`config.mk`:
```
export PLATFORM = sky130hd
export DESIGN_NAME = decimation
export DESIGN_NICKNAME = d
export VERILOG_FILES = /design/src/rtl/decimation.sv
export SDC_FILE = /design/constraint.sdc
export NUM_CORES = 1
export LEC_CHECK = 0
export CAP_MARGIN = 20
export CORE_ASPECT_RATIO = 2
export CORE_MARGIN = 5
export CORE_UTILIZATION = 61
export CTS_CLUSTER_SIZE = 14
export DETAILED_ROUTE_END_ITERATION = 16
export PLACE_DENSITY = 0.91
export SYNTH_ARGS = -nofsm -noshare
export SYNTH_HDL_FRONTEND = slang
export SYNTH_SLANG_ARGS = --single-unit
```
`constraint.sdc`:
```
create_clock -name clk -period 11.2 [get_ports clk]
set_input_delay 2.24 -clock clk [delete_from_list [all_inputs] [get_ports clk]]
set_output_delay 2.24 -clock clk [all_outputs]
set_load 0.02 [all_outputs]
```
`src/rtl/decimation.sv`:
```
// -----------------------------------------------------------------------------
// decimation
//
// Eight-channel integrate-and-dump decimator for 16-bit signed samples.
// Every group of R = 2**DEC_LOG2 valid input samples is summed per channel,
// rounded (half toward +inf) and divided by R with an arithmetic shift, giving
// one 16-bit result per channel per group together with a one-cycle strobe.
//
// Ports
//   clk          system clock, all logic on the rising edge
//   rst          synchronous active-high reset
//   valid        din0..din7 carry a new sample this cycle
//   sync         qualified by valid: this sample starts a new group
//   din0..din7   signed 16-bit input samples, one per channel
//   dout0..dout7 signed 16-bit decimated samples, registered, held between strobes
//   dout_valid   one-cycle strobe, dout0..dout7 updated this cycle
//
// Timing: inputs registered at edge N, result and strobe registered at edge N+1,
// i.e. outputs appear two cycles after the final sample of a group is applied.
// -----------------------------------------------------------------------------
module decimation #(
    parameter int DEC_LOG2 = 1
) (
    input  logic        clk,
    input  logic        rst,
    input  logic        valid,
    input  logic        sync,
    input  logic [15:0] din0,
    input  logic [15:0] din1,
    input  logic [15:0] din2,
    input  logic [15:0] din3,
    input  logic [15:0] din4,
    input  logic [15:0] din5,
    input  logic [15:0] din6,
    input  logic [15:0] din7,
    output logic [15:0] dout0,
    output logic [15:0] dout1,
    output logic [15:0] dout2,
    output logic [15:0] dout3,
    output logic [15:0] dout4,
    output logic [15:0] dout5,
    output logic [15:0] dout6,
    output logic [15:0] dout7,
    output logic        dout_valid
);

    localparam int R  = 1 << DEC_LOG2;
    localparam int AW = 16 + DEC_LOG2;
    localparam int CW = (DEC_LOG2 > 0) ? DEC_LOG2 : 1;
    // R/2 is zero when R=1, so no rounding constant is added in that case.
    localparam logic signed [AW-1:0] RND = AW'(R / 2);

    logic signed [15:0]   w_din [8];
    logic signed [15:0]   r_din [8];
    logic signed [AW-1:0] r_acc [8];
    logic signed [15:0]   r_dout [8];

    logic          r_valid_q;
    logic          r_sync_q;
    logic [CW-1:0] r_cnt;
    logic          r_dout_valid;

    logic w_start;
    logic w_emit;
    logic w_accum;

    assign w_din[0] = din0;
    assign w_din[1] = din1;
    assign w_din[2] = din2;
    assign w_din[3] = din3;
    assign w_din[4] = din4;
    assign w_din[5] = din5;
    assign w_din[6] = din6;
    assign w_din[7] = din7;

    // A sync sample restarts the group and takes priority over completion.
    // With R=1 every sample completes a group, so sync has nothing to restart.
    assign w_start = r_valid_q && r_sync_q && (R > 1);
    assign w_emit  = r_valid_q && !w_start && ((R == 1) || (r_cnt == CW'(R - 1)));
    assign w_accum = r_valid_q && !w_start && !w_emit;

    // Shared control: input qualifiers, group counter and output strobe.
    always_ff @(posedge clk) begin
        if (rst) begin
            r_valid_q    <= 1'b0;
            r_sync_q     <= 1'b0;
            r_cnt        <= '0;
            r_dout_valid <= 1'b0;
        end else begin
            r_valid_q    <= valid;
            r_sync_q     <= sync;
            r_dout_valid <= w_emit;
            if (w_start) begin
                r_cnt <= CW'(1);
            end else if (w_emit) begin
                r_cnt <= '0;
            end else if (w_accum) begin
                r_cnt <= r_cnt + 1'b1;
            end
        end
    end

    // Per-channel datapath, all channels in lock-step on the shared control.
    generate
        for (genvar gi = 0; gi < 8; gi++) begin : g_ch
            logic signed [AW-1:0] w_ext;
            logic signed [AW-1:0] w_sum;
            logic signed [AW-1:0] w_rnd;
            logic signed [AW-1:0] w_shf;

            // Sum cannot overflow AW bits: |32768*R| fits in 16+DEC_LOG2 signed.
            assign w_ext = AW'(r_din[gi]);
            assign w_sum = r_acc[gi] + w_ext;
            assign w_rnd = w_sum + RND;
            assign w_shf = w_rnd >>> DEC_LOG2;

            always_ff @(posedge clk) begin
                if (rst) begin
                    r_din[gi]  <= '0;
                    r_acc[gi]  <= '0;
                    r_dout[gi] <= '0;
                end else begin
                    r_din[gi] <= w_din[gi];
                    if (w_start) begin
                        r_acc[gi] <= w_ext;
                    end else if (w_emit) begin
                        r_acc[gi]  <= '0;
                        // The rounded mean always lies in the 16-bit range.
                        r_dout[gi] <= w_shf[15:0];
                    end else if (w_accum) begin
                        r_acc[gi] <= w_sum;
                    end
                end
            end
        end
    endgenerate

    assign dout0      = r_dout[0];
    assign dout1      = r_dout[1];
    assign dout2      = r_dout[2];
    assign dout3      = r_dout[3];
    assign dout4      = r_dout[4];
    assign dout5      = r_dout[5];
    assign dout6      = r_dout[6];
    assign dout7      = r_dout[7];
    assign dout_valid = r_dout_valid;

endmodule
```
==> summary.md <==
| Metric | Value |
|---|---|
| HP Start | r_din[0][21] |
| Setup CP Type | in2reg |
| Fin crit period | approximately 4600 ps |
| Req. time, crit path | between 10,000 and 15,000 ps |
| Async SR Flop Fraction | 0 |
| Max clock buf depth | 3 |
| Pre-CTS setup slack | about 6000 ps |
| GRT overflow | 0 |
| # fillers | ~2,400 |
| Reg-to-reg slack, setup | between 7000 and 8000 ps |
| Global-route wire length before repair | about 90,000 um |
| Worst hold endpoint | r_acc[0][22] |
| Yosys reg bits | between 300 and 400 |
| Layout cell share with drive strength beyond 1 | 0.0403 |
| Hold Path Depth | 2 |
| Pre-antenna DRT Iters | 5 |
| DRT Wirelength | approximately 57,000 um |
| Final Skew | approximately 18 ps |
| Vias in the first global route | 18,100 |
| Crit path arrival time | 4990 ps |
| CTS H-tree depth | 2 |
| Synth area leader | edfxtp_1 |
| Final hold violations | 0 |
| Chip height | around 280 um |
| Met2 WL post-DR | ~30,000 um |
| Crit start category | input port |
| IO Port Bufs | 260 |
| Top cell type's share of synthesized area | 0.362 |
| Max-cap violations | 0 |
| Final Cycle Share | 0.413 |
| Simple-gate share of the synthesized area | 0.173 |
| RR Startpoint | r_acc[0][18] |
| # setup viols final | 0 |
| CP Capture Type | flop |
| Placed inst area | between 0.02 and 0.025 mm2 |
| Core Region | about 0.036 mm2 |
| M1 WL | 19,300 um |
| Chip width | roughly 140 um |
| Initial antenna violation count | 0 |
| Measured slew at the worst slew-check pin | approximately 1100 ps |
| Hold crit path type | reg2reg |
| Area fraction in compound gates after synthesis | 0.146 |
| Synth warn | 0 |
| Adder-Cell Fraction of Synth Area | 0.0851 |
| Sequential-to-total area share from yosys stat | 0.483 |
| Total Power | ~3.7 mW |
| Vias | ~17,000 |
| TritonCTS clock tree | done |
| CTS resizes | 0 |
| Setup Fix Bufs, Post-CTS | 0 |
| Post-synth cell types | just under 70 |
| Vias per cell | slightly above 6 |
| IO Count | between 200 and 300 |
| Reg area | around 0.011 mm2 |
| Gr usage total | 0.283 |
| Clk sinks | around 400 |
| R2R cell count | 10 |
| Cells after Synth | around 2,100 |
| Post-synth net total | 2,378 |
| Worst-path fanout max | between 80 and 90 |
| Clk_lat worst skew | 550 ps |
| Worst reg2reg endpoint | r_dout[0][30] |
| Post-Syn Area per Cell | 10.4 um2 |
| Num CTS Buffers | 37 |
| Post-Synth XOR/XNOR Area | 0.0849 |
| Leakage | between 10 and 15 nW |
| Top sig layer | met4 |
| Worst-path clk slew | ~60 ps |
| PwrDens | roughly 140 mW/mm2 |
| First-iteration detailed-routing DRC count | 1,128 |
| Worst Slack Setup Final | around 6600 ps |
| Largest net degree at the start of global routing | ~90 |
| Design Area, Final | about 0.026 mm2 |
| Post-synthesis mux area share | 0.00549 |
| Drt drc | 0 |
| Final nets | about 2,600 |
| Setup TNS | 0 ps |
| Post-route ant nets | 0 |
| ANT cells | 0 |
| Dpl hpwl | a little over 40,000 um |
| Number of flops mapped to enable cells by yosys | between 200 and 300 |
| Row cnt | a little under 100 |
| Synth area leaders | edfxtp_1 36%, dfxtp_1 12%, ha_1 7.8%, xnor2_1 5.2%, nor2b_1 4.3% |
| Multi-input logic area | 0.0108 mm2 |
| Die Area | approximately 0.040 mm2 |
| Largest family of logic cells by synthesized area | simple AND/OR/NAND/NOR gates |
| Unrepaired setup endpoints after global routing | false |
| Met3 WL | between 3000 and 4000 um |
| Starting Density | 0.613 |
| Worst vdd ir | approximately 0.00018 V |
| Relative slew slack | 0.273 |
| Syn-to-layout area delta | 19.0% |
| Status | finished clean |
| GP Congestion | 0.929 |
| Slew Viols, Final | 0 |
| Routed wire per std cell | 20.4 um |
| Root Driver | clkbuf_16 |
| Ys flop type | edfxtp_1 |
| CTS Hold Buffers Added | 0 |
| Area of the mapped netlist | around 0.022 mm2 |
| Max Clock Freq | 0.216 GHz |
[logic make-up (layout without fill, tap and decap cells)]
| kind of cell | count (synthesis) | after routing |
|---|---|---|
| buf+inv | 131 | 389 |
| mux | 12 | 12 |
| simple gates | 736 | 736 |
| xor+xnor | 212 | 212 |
| fa+ha+maj | 144 | 144 |
| compound gates | 471 | 471 |
| flops | 396 | 396 |
[sequential cells by signal, summed over array words and instances, names as in the netlist]
register and flops:
r_cnt 1, dout_valid 1, r_acc 136, r_valid_q 1, r_dout 128, r_din 128, r_sync_q 1
[layout make-up]
type                            instances  area share
Tap cell                              450      0.0216
Timing Repair Buffer                  268       0.103
Clock inverter                         13     0.00577
Multi-Input combinational cell       1575       0.416
Inverter                               57     0.00822
Sequential cell                       396       0.406
Clock buffer                           51      0.0392
[worst max-delay path by stage]
stage | start | endpoint | slack (ps)
after CTS | rst | r_acc[1][50] | 6540
final | rst | r_acc[1][50] | 6570
after detailed placement | rst | r_acc[1][32] | 5980
after global placement | rst | r_acc[1][32] | 6110
after floorplan | rst | r_dout[0][0] | 5350
after global routing | rst | r_acc[0][32] | 6320
[synth_stat cells, drive strengths merged, types with 4 or more instances]
| cell type | number |
|---|---|
| edfxtp | 264 |
| nor2 | 190 |
| nor2b | 149 |
| ha | 136 |
| nand2 | 134 |
| dfxtp | 132 |
| xnor2 | 130 |
| o21ai | 109 |
| a21oi | 100 |
| a22o | 83 |
| xor2 | 82 |
| clkbuf | 69 |
| inv | 57 |
| nor3 | 50 |
| nand3 | 43 |
| a21o | 34 |
| and3 | 31 |
| o21a | 25 |
| nand4 | 24 |
| or3 | 20 |
| a31oi | 17 |
| nand2b | 16 |
| and4 | 13 |
| mux2i | 12 |
| nor4 | 12 |
| nor3b | 11 |
| o211ai | 11 |
| a211oi | 10 |
| o31ai | 10 |
| or2 | 10 |
| a311oi | 8 |
| a31o | 8 |
| fa | 8 |
| o21bai | 8 |
| or4 | 8 |
| and2 | 7 |
| o2111ai | 7 |
| a2111oi | 6 |
| nand3b | 6 |
| nor4b | 6 |
| buf | 5 |
| o31a | 5 |
| o41ai | 5 |
| a21boi | 4 |
| o211a | 4 |
[layout by cell type (no fill, tap or decap), drive strengths merged, types with 10 or more instances in the layout]
master,n
o21a,25
ha,136
nand2b,16
a22o,83
nor2b,149
o21ai,109
nor4,12
clkbuf,51
nor2,190
o211ai,11
clkdlybuf4s50,259
nor3b,11
edfxtp,264
dfxtp,132
nor3,50
mux2i,12
o31ai,10
a21oi,100
or2,10
and4,13
and3,31
nand4,24
a211oi,10
or3,20
nand3,43
xor2,82
xnor2,130
a21o,34
nand2,134
a31oi,17
inv,59
[per-stage QoR]
step | instances | util | hold slack [ps]
2_1_floorplan | 2102 | - | 484
3_3_place_gp | 2745 | 0.696 | 524
3_5_place_dp | 2745 | 0.696 | 533
4_1_cts | 2809 | 0.729 | 547
5_1_grt | 2810 | 0.730 | 577
6_report | 2810 | 0.730 | 543
[routing by layer]
layer	GRT usage	vias to the layer above
met5	0	-
met4	0.177	0
met3	0.0386	214
met2	0.514	789
met1	0.301	8303
li1	-	8138
[power by group]
part	leakage [nW]	switching, mW	internal (mW)	total, mW
sequential	3.88	0.0480	1.64	1.69
combinational	5.67	0.420	0.300	0.721
clock	0.570	0.564	0.690	1.25
[worst max-delay path, cell delays in order]
cell     delay [ps]
buf_4           350
nor2b_2         630
and2_4          580
buf_4           860
nand2_1         150
o21ai_0         130
Power figures use the tool's default switching activity.
